**config.mk**
```make
export PLATFORM = sky130hd
export DESIGN_NAME = qpll_drp_master
export DESIGN_NICKNAME = d
export VERILOG_FILES = /design/src/rtl/qpll_drp_pkg.sv /design/src/rtl/drp_timeout_cnt.sv /design/src/rtl/qpll_drp_master.sv
export SDC_FILE = /design/constraint.sdc
export NUM_CORES = 1
export LEC_CHECK = 0
export CAP_MARGIN = 20
export CORE_ASPECT_RATIO = 2
export CORE_MARGIN = 2
export CORE_UTILIZATION = 45
export DETAILED_ROUTE_END_ITERATION = 7
export GPL_TIMING_DRIVEN = 0
export HOLD_SLACK_MARGIN = 0.08
export PLACE_DENSITY = 0.75
export REMOVE_ABC_BUFFERS = 1
export SLEW_MARGIN = 40
export SYNTH_ARGS = -nofsm -noshare
export SYNTH_HDL_FRONTEND = slang
export SYNTH_HIERARCHICAL = 1
export SYNTH_SLANG_ARGS = --single-unit
```
**constraint.sdc**
```tcl
create_clock -name DRPCLK -period 5.3 [get_ports DRPCLK]
set_input_delay 1.06 -clock DRPCLK [delete_from_list [all_inputs] [get_ports DRPCLK]]
set_output_delay 1.06 -clock DRPCLK [all_outputs]
set_load 0.005 [all_outputs]
```
**src/rtl/qpll_drp_pkg.sv**
```systemverilog
// Shared definitions for the QPLL/channel DRP initiators: command opcodes,
// sequencer states and the read-modify-write merge rule.
package qpll_drp_pkg;

    localparam int ADDR_W = 8;
    localparam int DATA_W = 16;

    typedef enum logic [1:0] {
        OP_RD  = 2'b00,
        OP_WR  = 2'b01,
        OP_RMW = 2'b10,
        OP_RSV = 2'b11
    } drp_op_e;

    typedef enum logic [2:0] {
        IDLE    = 3'd0,
        RD_REQ  = 3'd1,
        RD_WAIT = 3'd2,
        WR_REQ  = 3'd3,
        WR_WAIT = 3'd4,
        RESP    = 3'd5
    } drp_state_e;

    // Mask bit 1 takes the new data bit, 0 keeps the bit read from the slave.
    function automatic logic [DATA_W-1:0] rmw_merge(input logic [DATA_W-1:0] rd_val,
                                                   input logic [DATA_W-1:0] wr_val,
                                                   input logic [DATA_W-1:0] mask);
        return (rd_val & ~mask) | (wr_val & mask);
    endfunction

endpackage

```
**src/rtl/drp_timeout_cnt.sv**
```systemverilog
// DRPRDY watchdog shared by the DRP initiators: cleared while a request is
// issued, counts wait cycles and flags expiry on the TIMEOUT_CYCLES-th one.
module drp_timeout_cnt #(
    parameter int TIMEOUT_CYCLES = 64
) (
    input  logic clk,
    input  logic rst,
    input  logic clr,
    input  logic en,
    output logic expired
);

    localparam int CNT_W = $clog2(TIMEOUT_CYCLES + 1);

    logic [CNT_W-1:0] cnt;
    logic [CNT_W-1:0] cnt_nxt;

    assign cnt_nxt = cnt + 1'b1;
    // Expiry is flagged on the edge that would load TIMEOUT_CYCLES.
    assign expired = en && (cnt_nxt == CNT_W'(TIMEOUT_CYCLES));

    always_ff @(posedge clk) begin
        if (rst || clr) begin
            cnt <= '0;
        end else if (en && !expired) begin
            cnt <= cnt_nxt;
        end
    end

endmodule

```
**src/rtl/qpll_drp_master.sv**
```systemverilog
// Single-outstanding DRP initiator for the QPLL common block: sequences read,
// write and read-modify-write accesses with a DRPRDY timeout.
module qpll_drp_master
    import qpll_drp_pkg::*;
#(
    parameter int TIMEOUT_CYCLES = 64
) (
    input  logic        DRPCLK,
    input  logic        DRPRST,
    input  logic        CMD_VALID,
    output logic        CMD_READY,
    input  logic [1:0]  CMD_OP,
    input  logic [7:0]  CMD_ADDR,
    input  logic [15:0] CMD_DATA,
    input  logic [15:0] CMD_MASK,
    output logic        RSP_VALID,
    output logic [15:0] RSP_DATA,
    output logic        RSP_ERR,
    output logic [7:0]  DRPADDR,
    output logic [15:0] DRPDI,
    output logic        DRPEN,
    output logic        DRPWE,
    input  logic [15:0] DRPDO,
    input  logic        DRPRDY
);

    drp_state_e        state;
    drp_state_e        state_n;
    drp_op_e           op_q;
    logic [DATA_W-1:0] data_q;
    logic [DATA_W-1:0] mask_q;
    logic [DATA_W-1:0] rsp_data_n;
    logic              rsp_err_n;
    logic              accept;
    logic              cnt_clr;
    logic              cnt_en;
    logic              expired;

    assign accept  = (state == IDLE) && CMD_VALID && CMD_READY;
    assign cnt_clr = (state == RD_REQ) || (state == WR_REQ);
    assign cnt_en  = (state == RD_WAIT) || (state == WR_WAIT);

    drp_timeout_cnt #(
        .TIMEOUT_CYCLES(TIMEOUT_CYCLES)
    ) u_timeout (
        .clk    (DRPCLK),
        .rst    (DRPRST),
        .clr    (cnt_clr),
        .en     (cnt_en),
        .expired(expired)
    );

    // DRPRDY is only looked at in the WAIT states; a late or stray strobe
    // anywhere else falls through the default hold.
    always_comb begin
        state_n    = state;
        rsp_data_n = '0;
        rsp_err_n  = 1'b0;
        case (state)
            IDLE: begin
                if (accept) begin
                    case (drp_op_e'(CMD_OP))
                        OP_RD, OP_RMW: state_n = RD_REQ;
                        OP_WR:         state_n = WR_REQ;
                        default: begin
                            state_n   = RESP;
                            rsp_err_n = 1'b1;
                        end
                    endcase
                end
            end
            RD_REQ: state_n = RD_WAIT;
            RD_WAIT: begin
                if (DRPRDY) begin
                    if (op_q == OP_RMW) begin
                        state_n = WR_REQ;
                    end else begin
                        state_n    = RESP;
                        rsp_data_n = DRPDO;
                    end
                end else if (expired) begin
                    state_n   = RESP;
                    rsp_err_n = 1'b1;
                end
            end
            WR_REQ: state_n = WR_WAIT;
            WR_WAIT: begin
                if (DRPRDY) begin
                    state_n    = RESP;
                    rsp_data_n = DRPDI;
                end else if (expired) begin
                    state_n   = RESP;
                    rsp_err_n = 1'b1;
                end
            end
            RESP:    state_n = IDLE;
            default: state_n = IDLE;
        endcase
    end

    // Every output is decoded from the next state so it is registered.
    always_ff @(posedge DRPCLK) begin
        if (DRPRST) begin
            state     <= IDLE;
            CMD_READY <= 1'b0;
            RSP_VALID <= 1'b0;
            RSP_DATA  <= '0;
            RSP_ERR   <= 1'b0;
            DRPEN     <= 1'b0;
            DRPWE     <= 1'b0;
            DRPADDR   <= '0;
            DRPDI     <= '0;
        end else begin
            state     <= state_n;
            CMD_READY <= (state_n == IDLE);
            DRPEN     <= (state_n == RD_REQ) || (state_n == WR_REQ);
            DRPWE     <= (state_n == WR_REQ);
            RSP_VALID <= (state_n == RESP);
            if (state_n == RESP) begin
                RSP_DATA <= rsp_data_n;
                RSP_ERR  <= rsp_err_n;
            end
            if (accept && (CMD_OP != OP_RSV)) begin
                DRPADDR <= CMD_ADDR;
            end
            if (accept && (CMD_OP == OP_WR)) begin
                DRPDI <= CMD_DATA;
            end else if ((state == RD_WAIT) && DRPRDY && (op_q == OP_RMW)) begin
                DRPDI <= rmw_merge(DRPDO, data_q, mask_q);
            end
        end
    end

    always_ff @(posedge DRPCLK) begin
        if (accept) begin
            op_q   <= drp_op_e'(CMD_OP);
            data_q <= CMD_DATA;
            mask_q <= CMD_MASK;
        end
    end

endmodule
```
==> results of run 1 <==
[tightest hold or removal path, stage by stage, from the launching register on]
cell,delay [ns]
dfxtp_1,0.32
mux2i_1,0.06
nor2_1,0.07
[synthesized netlist by cell type, types with 3 or more instances]
library cell and count:
a32oi_1 16, nand4_1 3, nor2b_1 6, o211ai_1 3, clkbuf_1 7, dfxtp_1 55, buf_6 5, mux2i_1 26
a21oi_1 7, o22ai_1 6, o2bb2ai_2 10, o2bb2ai_1 7, nand2b_1 19, edfxtp_1 34, nand2_1 4, nor3b_1 4
buf_4 4, mux2_2 16, o22ai_2 10, and3_1 3, or2_2 3, nor2_1 17
[state kept, by name (all words and copies together) (netlist names)]
signal and count:
DRPDI 16, DRPWE 1, RSP_DATA 16, data_q 16
DRPEN 1, CMD_READY 1, RSP_ERR 1, mask_q 16
op_q 2, u_timeout/cnt 7, DRPADDR 8, state 3
RSP_VALID 1
[power groups by stage]
| stage | Clock (mW) | Combinational, mW | Sequential, mW |
|---|---|---|---|
| floorplan | 0 | 0.196 | 0.860 |
| global placement | 0 | 0.357 | 0.866 |
| detailed placement | 0 | 0.390 | 0.868 |
| CTS | 0.573 | 0.392 | 0.854 |
| global route | 0.600 | 0.422 | 0.863 |
| finish | 0.560 | 0.389 | 0.855 |
[stage by stage]
step / area (sq um) / std cells / util / hold slack, ns
final: 5390 / 520 / 0.607 / 0.491
after global routing: 5390 / 520 / 0.607 / 0.524
after CTS: 5390 / 520 / 0.607 / 0.491
after detailed placement: 5140 / 504 / 0.578 / 0.477
after global placement: 5060 / 500 / 0.569 / 0.475
after floorplan: 3870 / 292 / - / 0.476
[cell families after synthesis]
group                      Yosys count
xor gates and xnor gates             2
and+or+nand+nor                     81
adders and majority gates            1
DFF                                 89
muxes                               42
AOI/OAI and AO/OA                   75
buffers and inverters               24
[area by class of cell]
class | count | area share
multi-input combinational | 201 | 0.327
tap | 102 | 0.0237
inverter | 2 | 0.00139
timing repair buffer | 110 | 0.207
sequential | 89 | 0.393
clock buffer | 13 | 0.0445
clock inverter | 3 | 0.00325
[path summary, 6_finish.rpt]
| path | from | end | slack [ns] | depth (start not counted) |
|---|---|---|---|---|
| setup reg to reg | u_timeout/cnt[3] | RSP_VALID | 2.43 | 8 |
| hold reg to reg | DRPADDR[2] | DRPADDR[2] | 0.49 | 2 |
| setup / recovery | DRPRDY | DRPDI[11] | 1.93 | 5 |
| hold / removal | DRPADDR[2] | DRPADDR[2] | 0.49 | 2 |
[per-layer routing]
layer	track usage	vias up	share of wire
li1	-	1405	-
met1	0.224	1448	0.37
met2	0.378	101	0.56
met3	0.0379	11	0.046
met4	0.0904	0	0.020
met5	0	-	0
==> metrics.txt, run 1 <==
run status completed; clk buf depth 2; Post-Syn Area 4040 sq um; most used flip-flop cell after synthesis dfxtp_1; worst slew pin tran 0.785 ns; routed vias/inst 5.70; YS warnings 6; CP Cell Sequence clkdlybuf4s50_1 > and4bb_1 > nor2b_4 > mux2i_1 > o2bb2ai_2; # diodes 0; fraction of the mapped netlist area in compound gates 0.181; num ports 107; data required time at the worst endpoint 5.51 ns; sequential group share of total power 0.474; fraction of layout cells with a size suffix above 1 0.179; residual DRC count 0; 1st-pass router iterations 4; setup violation total in the final timing report 0; min Tclk post-route 3.37 ns; post-synthesis async set-or-reset flop share 0; most common library cell in the layout ignoring fill and taps clkdlybuf4s50_1; die area 9800 sq um; final setup skew 0.00510 ns; synthesized instance count 314; I/O Buffers 106; net count of the finished layout 476; most used cells in the layout excluding fill and tap cells clkdlybuf4s50_1, dfxtp_1, edfxtp_1; Achievable Freq 297 MHz; final routed wire length divided by cell count 18.9 microns; share of synthesized area spent on multiplexers 0.109; Setup crit start kind primary input; number of different library cells in the post-synthesis netlist 61; routability cong. 0.860; gr ovfl total 0; TritonCTS Buffers 9; post-CTS sizing 0; Peak supply drop 0.194 mV; Synth Area in Simple Gates 0.133; Final Slew Violations 0; Detail Route Antenna Nets 0; clock group share of total power 0.311; CTS clk-pin slew, worst paths 0.06 ns; latest clock arrival within the worst-skew pair 0.33 ns; CTS sink cnt 89; net switching power figure 0.482 mW; number of buffer and inverter instances along the worst setup path 1; root buf cell clkbuf_16; Iteration-0 DRC Markers 111; fin worst setup slack 1.93 ns; Area growth syn-to-layout 33.5%; top area cells in the synthesized netlist dfxtp_1, edfxtp_1, mux2i_1; category of cells accounting for the largest share of critical-path delay simple AND/OR/NAND/NOR gates; final worst path period share 0.636; part of the total power dissipated in combinational logic 0.216; CP Max Fanout 17; via count 2965; area inside the core boundary 8890 sq um; height of the die 138 microns; class of the worst hold path register to register; total global routing track utilization 0.206; Hold Vio Cnt, Final 0; largest net degree at the start of global routing 52; Post-Synth XOR/XNOR Area 0.00434; summed negative setup slack over all endpoints 0 ns; initial antenna violation count 0; Power Internal 1.32 mW; Yosys reg bits 89; FF+latch area 2120 sq um; unrepaired setup endpoints after global routing false; critical path's slowest cell nor2b_4; Overall Power 1.80 mW; max-cap check violation count 0; arithmetic-cell share of the synthesized area counting full adders, half adders and majority gates 0.00310; post-CTS setup repair buffer count 0; critical path class primary input to register; DP Worst Slack 1.58 ns; data arrival time of the critical path 3.58 ns; CTS tree yes; Die Wd 71 microns; fraction of synthesized cell area taken by the top area cell type 0.273; static power due to leakage 1.76 nW; Synth area leader dfxtp_1; initial core utilization 0.454; cts-stage hold buffer count 0; max incr delay on CP 0.77 ns; capturing element type of the critical path register; Detail Placement HPWL 6.95 mm; Mean Syn Cell Area 12.9 sq um; first-pass GRT wire length 15.7 mm; worst max-slew margin expressed relative to the limit 0.477; pwr dens 335 nW/um^2; wire length after detailed routing 9.84 mm; number of enable flip-flop cells after synthesis 34; footprint of the multi-input gates 1760 sq um; FP Rows 49; Max H-tree Level 3; largest family of logic cells by synthesized area compound AO/OA/AOI/OAI gates; switching fraction of total power 0.267; share of the yosys chip area belonging to registers 0.525; number of global-route vias before repair 3155; count of fill cells added during filler insertion 711
No activity file was read; power rests on OpenSTA's default activity.
==> inputs of run 2 (changes only) <==
CORE_UTILIZATION = 44   (was 45)
PLACE_DENSITY = 0.76   (was 0.75)
clock period = 3.1 ns   (was 5.3 ns; I/O delays follow)
==> metrics.txt, run 2 (synthesis gave the netlist of run 1 again) <==
logic depth of the worst register-to-register path 9 (was 8); worst max-slew margin expressed relative to the limit 0.439 (was 0.477); run status completed (unchanged); final routed wire length divided by cell count 19.0 microns (was 18.9 microns); category of cells accounting for the largest share of critical-path delay simple AND/OR/NAND/NOR gates (unchanged); num ports 107 (unchanged); Achievable Freq 337 MHz; net count of the finished layout 477 (was 476); final worst path period share 0.958; data required time at the worst endpoint 3.31 ns (was 5.51 ns); gr ovfl total 0 (unchanged); Setup crit start kind primary input (unchanged); unrepaired setup endpoints after global routing false (unchanged); register-to-register setup slack 0.29 ns (was 2.43 ns); static power due to leakage 1.79 nW (was 1.76 nW); reg-to-reg endpoint RSP_VALID (unchanged); CTS clk-pin slew, worst paths 0.06 ns (about the same); Area growth syn-to-layout 34.9% (was 33.5%); Final Slew Violations 0 (unchanged); area inside the core boundary 8950 sq um (was 8890 sq um); Overall Power 3.18 mW (was 1.80 mW); count of fill cells added during filler insertion 716 (was 711); hold path startpoint RSP_DATA[0] (was DRPADDR[2]); footprint of the multi-input gates 1760 sq um (unchanged); fraction of layout cells with a size suffix above 1 0.184 (was 0.179); Hold Vio Cnt, Final 0 (unchanged); Detail Placement HPWL 6.80 mm (was 6.95 mm); pwr dens 584 nW/um^2 (was 335 nW/um^2); Iteration-0 DRC Markers 123 (was 111); max-cap check violation count 0 (unchanged); routed vias/inst 5.70 (about the same); first-pass GRT wire length 15.4 mm (was 15.7 mm); number of cells traversed by the worst hold path 2 (unchanged); root buf cell clkbuf_16 (unchanged); height of the die 140 microns (was 138 microns); TritonCTS Buffers 9 (unchanged); clk buf depth 2 (unchanged); # diodes 0 (unchanged); routability cong. 0.786 (was 0.860); worst slew pin tran 0.841 ns (was 0.785 ns); via count 2972 (was 2965); min Tclk post-route 2.97 ns; setup violation total in the final timing report 0 (unchanged); Hold Worst Slack 0.492 ns (was 0.491 ns); I/O Buffers 106 (unchanged); Met2 Wirelength 5.62 mm (was 5.51 mm); number of buffer and inverter instances along the worst setup path 1 (unchanged); final setup skew 0.00401 ns (was 0.00510 ns); Die Wd 71.8 microns (was 71 microns); die area 10000 sq um (was 9800 sq um); most used cells in the layout excluding fill and tap cells clkdlybuf4s50_1, dfxtp_1, edfxtp_1 (unchanged); startpoint of the lowest-slack register-to-register path u_timeout/cnt[3] (unchanged); CP Max Fanout 17 (unchanged); most common library cell in the layout ignoring fill and taps clkdlybuf4s50_1 (unchanged); critical path class primary input to register (unchanged); capturing element type of the critical path register (unchanged); Worst Hold End RSP_DATA[0] (was DRPADDR[2]); met3 WL 427 microns (was 451 microns); DP Worst Slack -0.228 ns (was 1.58 ns); uppermost layer routed met4 (unchanged); Peak supply drop 0.472 mV (was 0.194 mV); CP Cell Sequence clkdlybuf4s50_1 > and4bb_1 > nor2b_4 > mux2i_1 > o2bb2ai_2 (unchanged); initial core utilization 0.451 (was 0.454); residual DRC count 0 (unchanged); latest clock arrival within the worst-skew pair 0.34 ns (was 0.33 ns); largest net degree at the start of global routing 52 (unchanged); number of global-route vias before repair 3131 (was 3155); wire length after detailed routing 9.88 mm (was 9.84 mm); max incr delay on CP 0.79 ns (was 0.77 ns); class of the worst hold path register to register (unchanged); fin worst setup slack 0.131 ns (was 1.93 ns); 1st-pass router iterations 4 (unchanged); FP Rows 49 (unchanged); CTS tree yes (unchanged); initial antenna violation count 0 (unchanged); total global routing track utilization 0.202 (was 0.206); FF+latch area 2120 sq um (unchanged); CTS sink cnt 89 (unchanged); critical path's slowest cell and4bb_1 (was nor2b_4); data arrival time of the critical path 3.18 ns (was 3.58 ns); Detail Route Antenna Nets 0 (unchanged); detailed-routing wirelength on met1 3.55 mm (was 3.68 mm); Max H-tree Level 3 (unchanged); Finished Core Util 0.609 (was 0.607)
[run 2: changes by cell type in the layout (fill, tap and decap cells not counted), sizes merged]
cell and change:
clkinv +2, bufinv +1, clkbuf -2, clkinvlp -1, buf +1
[run 2: worst max path at each step]
stage / start / end / slack, ns / depth (start not counted)
4_1_cts: DRPRDY / DRPDI[9] / 0.11 / 5
3_3_place_gp: CMD_VALID / RSP_ERR / -1.27 / 5
3_5_place_dp: DRPRDY / DRPDI[9] / -0.23 / 5
6_report: DRPRDY / DRPDI[9] / 0.13 / 5
2_1_floorplan: CMD_VALID / CMD_READY / 0.31 / 4
5_1_grt: DRPRDY / DRPDI[9] / 0.06 / 5
[run 2: repair_timing]
action                     CTS  global route
buffers inserted             0             1
hold buffers                 0             0
setup endpoints to repair    0            17
gates resized for setup      0             0
[run 2: worst reg2reg max path: cells and delay by family (launching register included)]
| kind | cells | cell delay, ns |
|---|---|---|
| DFF | 1 | 0.48 |
| muxes | 1 | 0.36 |
| AOI/OAI and AO/OA | 2 | 0.54 |
| buffers and inverters | 1 | 0.18 |
| and+or+nand+nor | 5 | 1.14 |
[run 2: report_power, final]
part | internal (mW) | switching, mW | leakage, nW
sequential | 1.37 | 0.0873 | 0.757
combinational | 0.349 | 0.313 | 0.893
clock | 0.624 | 0.435 | 0.141
[run 2: area by class of cell]
cell class                 instances  share of cell area
sequential                        89               0.389
multi-input combinational        201               0.323
clock buffer                      11              0.0427
tap                              102              0.0234
clock inverter                     5              0.0103
timing repair buffer             111               0.209
inverter                           2             0.00138
[run 2: stage by stage]
stage | instances | setup TNS [ns] | instance area [sq um]
6_report | 521 | 0 | 5450
5_1_grt | 521 | 0 | 5450
4_1_cts | 520 | 0 | 5430
3_5_place_dp | 504 | -3.21 | 5140
3_3_place_gp | 500 | -56.13 | 5060
2_1_floorplan | 292 | 0 | 3870
[run 2: routing by layer]
layer	track usage	vias to the layer above
li1	-	1414
met4	0.123	0
met1	0.203	1450
met3	0.0246	21
met5	0	-
met2	0.379	87
==> inputs of run 3 (changes only) <==
PLACE_DENSITY = 0.82   (was 0.76)
==> metrics.txt, run 3 (synthesis gave the netlist of run 1 again) <==
run status completed (unchanged); CTS tree yes (unchanged); class of the worst hold path register to register (unchanged); routed vias/inst 5.70 (about the same); FP Rows 49 (unchanged); via count 2968 (was 2972); DP Worst Slack -0.269 ns (was -0.228 ns); worst slew pin tran 0.812 ns (was 0.841 ns); CP Max Fanout 17 (unchanged); cts-stage hold buffer count 0 (unchanged); fraction of layout cells with a size suffix above 1 0.191 (was 0.184); Die Wd 71.8 microns (unchanged); setup violation total in the final timing report 0 (unchanged); clk buf depth 2 (unchanged); capturing element type of the critical path register (unchanged); critical path class primary input to register (unchanged); Area growth syn-to-layout 35.1% (was 34.9%); Detail Placement HPWL 7.16 mm (was 6.80 mm); most used cells in the layout excluding fill and tap cells clkdlybuf4s50_1, dfxtp_1, edfxtp_1 (unchanged); Hold Vio Cnt, Final 0 (unchanged); die area 10000 sq um (unchanged); routability cong. 0.824 (was 0.786); count of fill cells added during filler insertion 743 (was 716); num ports 107 (unchanged); data arrival time of the critical path 3.14 ns (was 3.18 ns); final worst path period share 0.940 (was 0.958); first-pass GRT wire length 15.8 mm (was 15.4 mm); data required time at the worst endpoint 3.33 ns (was 3.31 ns); Detail Route Antenna Nets 0 (unchanged); Max H-tree Level 3 (unchanged); fin worst setup slack 0.187 ns (was 0.131 ns); residual DRC count 0 (unchanged); net count of the finished layout 477 (unchanged); height of the die 140 microns (unchanged); number of global-route vias before repair 3140 (was 3131); latest clock arrival within the worst-skew pair 0.35 ns (was 0.34 ns); static power due to leakage 1.80 nW (was 1.79 nW); register-to-register setup slack 0.33 ns (was 0.29 ns); final routed wire length divided by cell count 19.3 microns (was 19.0 microns); pwr dens 586 nW/um^2 (was 584 nW/um^2); Iteration-0 DRC Markers 132 (was 123); # diodes 0 (unchanged); Finished Core Util 0.610 (was 0.609); total global routing track utilization 0.208 (was 0.202); most common library cell in the layout ignoring fill and taps clkdlybuf4s50_1 (unchanged); I/O Buffers 106 (unchanged); initial core utilization 0.451 (unchanged); Peak supply drop 0.341 mV (was 0.472 mV); CTS clk-pin slew, worst paths 0.07 ns (was 0.06 ns); area inside the core boundary 8950 sq um (unchanged); gr ovfl total 0 (unchanged); TritonCTS Buffers 9 (unchanged); wire length after detailed routing 10.0 mm (was 9.88 mm); root buf cell clkbuf_16 (unchanged); summed negative setup slack over all endpoints 0 ns (unchanged); min Tclk post-route 2.91 ns (was 2.97 ns); largest net degree at the start of global routing 52 (unchanged); final setup skew 0.0102 ns (was 0.00401 ns); unrepaired setup endpoints after global routing false (unchanged); Overall Power 3.20 mW (was 3.18 mW); initial antenna violation count 0 (unchanged); max-cap check violation count 0 (unchanged); Setup crit start kind primary input (unchanged); CTS sink cnt 89 (unchanged); Achievable Freq 343 MHz (was 337 MHz); worst max-slew margin expressed relative to the limit 0.458 (was 0.439); Final Slew Violations 0 (unchanged); 1st-pass router iterations 4 (unchanged)
## run 3: final timing paths
| kind | start | endpoint | cells after the start |
|---|---|---|---|
| max | DRPRDY | DRPDI[9] | 5 |
| max reg2reg | u_timeout/cnt[3] | RSP_VALID | 9 |
| min | RSP_DATA[4] | RSP_DATA[4] | 2 |
| min reg2reg | RSP_DATA[4] | RSP_DATA[4] | 2 |
## run 3: timing repair
item                                   CTS  global route
setup buffers                            0             1
resized for setup                        0             0
endpoints found under the hold margin    0             0
setup endpoints to repair                0            16
## run 3: layer usage
layer,up-vias,part of all wire,routed length [microns],GRT usage
met4,0,0.030,303,0.0914
met3,22,0.041,415,0.0413
li1,1403,-,-,-
met1,1456,0.36,3570,0.214
met2,87,0.57,5760,0.389
met5,-,0,0,0
## run 3: per-stage QoR
stage	hold WS (ns)	std cells	instance area [sq um]
5_1_grt	0.524	521	5460
6_report	0.496	521	5460
4_1_cts	0.495	520	5440
2_1_floorplan	0.476	292	3870
3_5_place_dp	0.487	504	5140
3_3_place_gp	0.471	500	5060
## run 3: final cells by class
cell class	count	area, sq um	share of cell area
clock inverter	6	45.0	0.00825
sequential	89	2120	0.389
multi-input combinational	201	1760	0.323
timing repair buffer	111	1140	0.210
inverter	2	7.51	0.00138
tap	102	128	0.0234
clock buffer	10	250	0.0459
## run 3: report_power, final
part	internal, mW	total [mW]	switching [mW]
Sequential	1.37	1.46	0.0887
Combinational	0.359	0.672	0.313
Clock	0.598	1.07	0.471
## run 3: worst max-delay path, cell delays in order
cell and delay, ns:
clkdlybuf4s50_1 0.59, and4bb_1 0.74, nor2b_4 0.77, mux2i_1 0.32, o2bb2ai_2 0.09
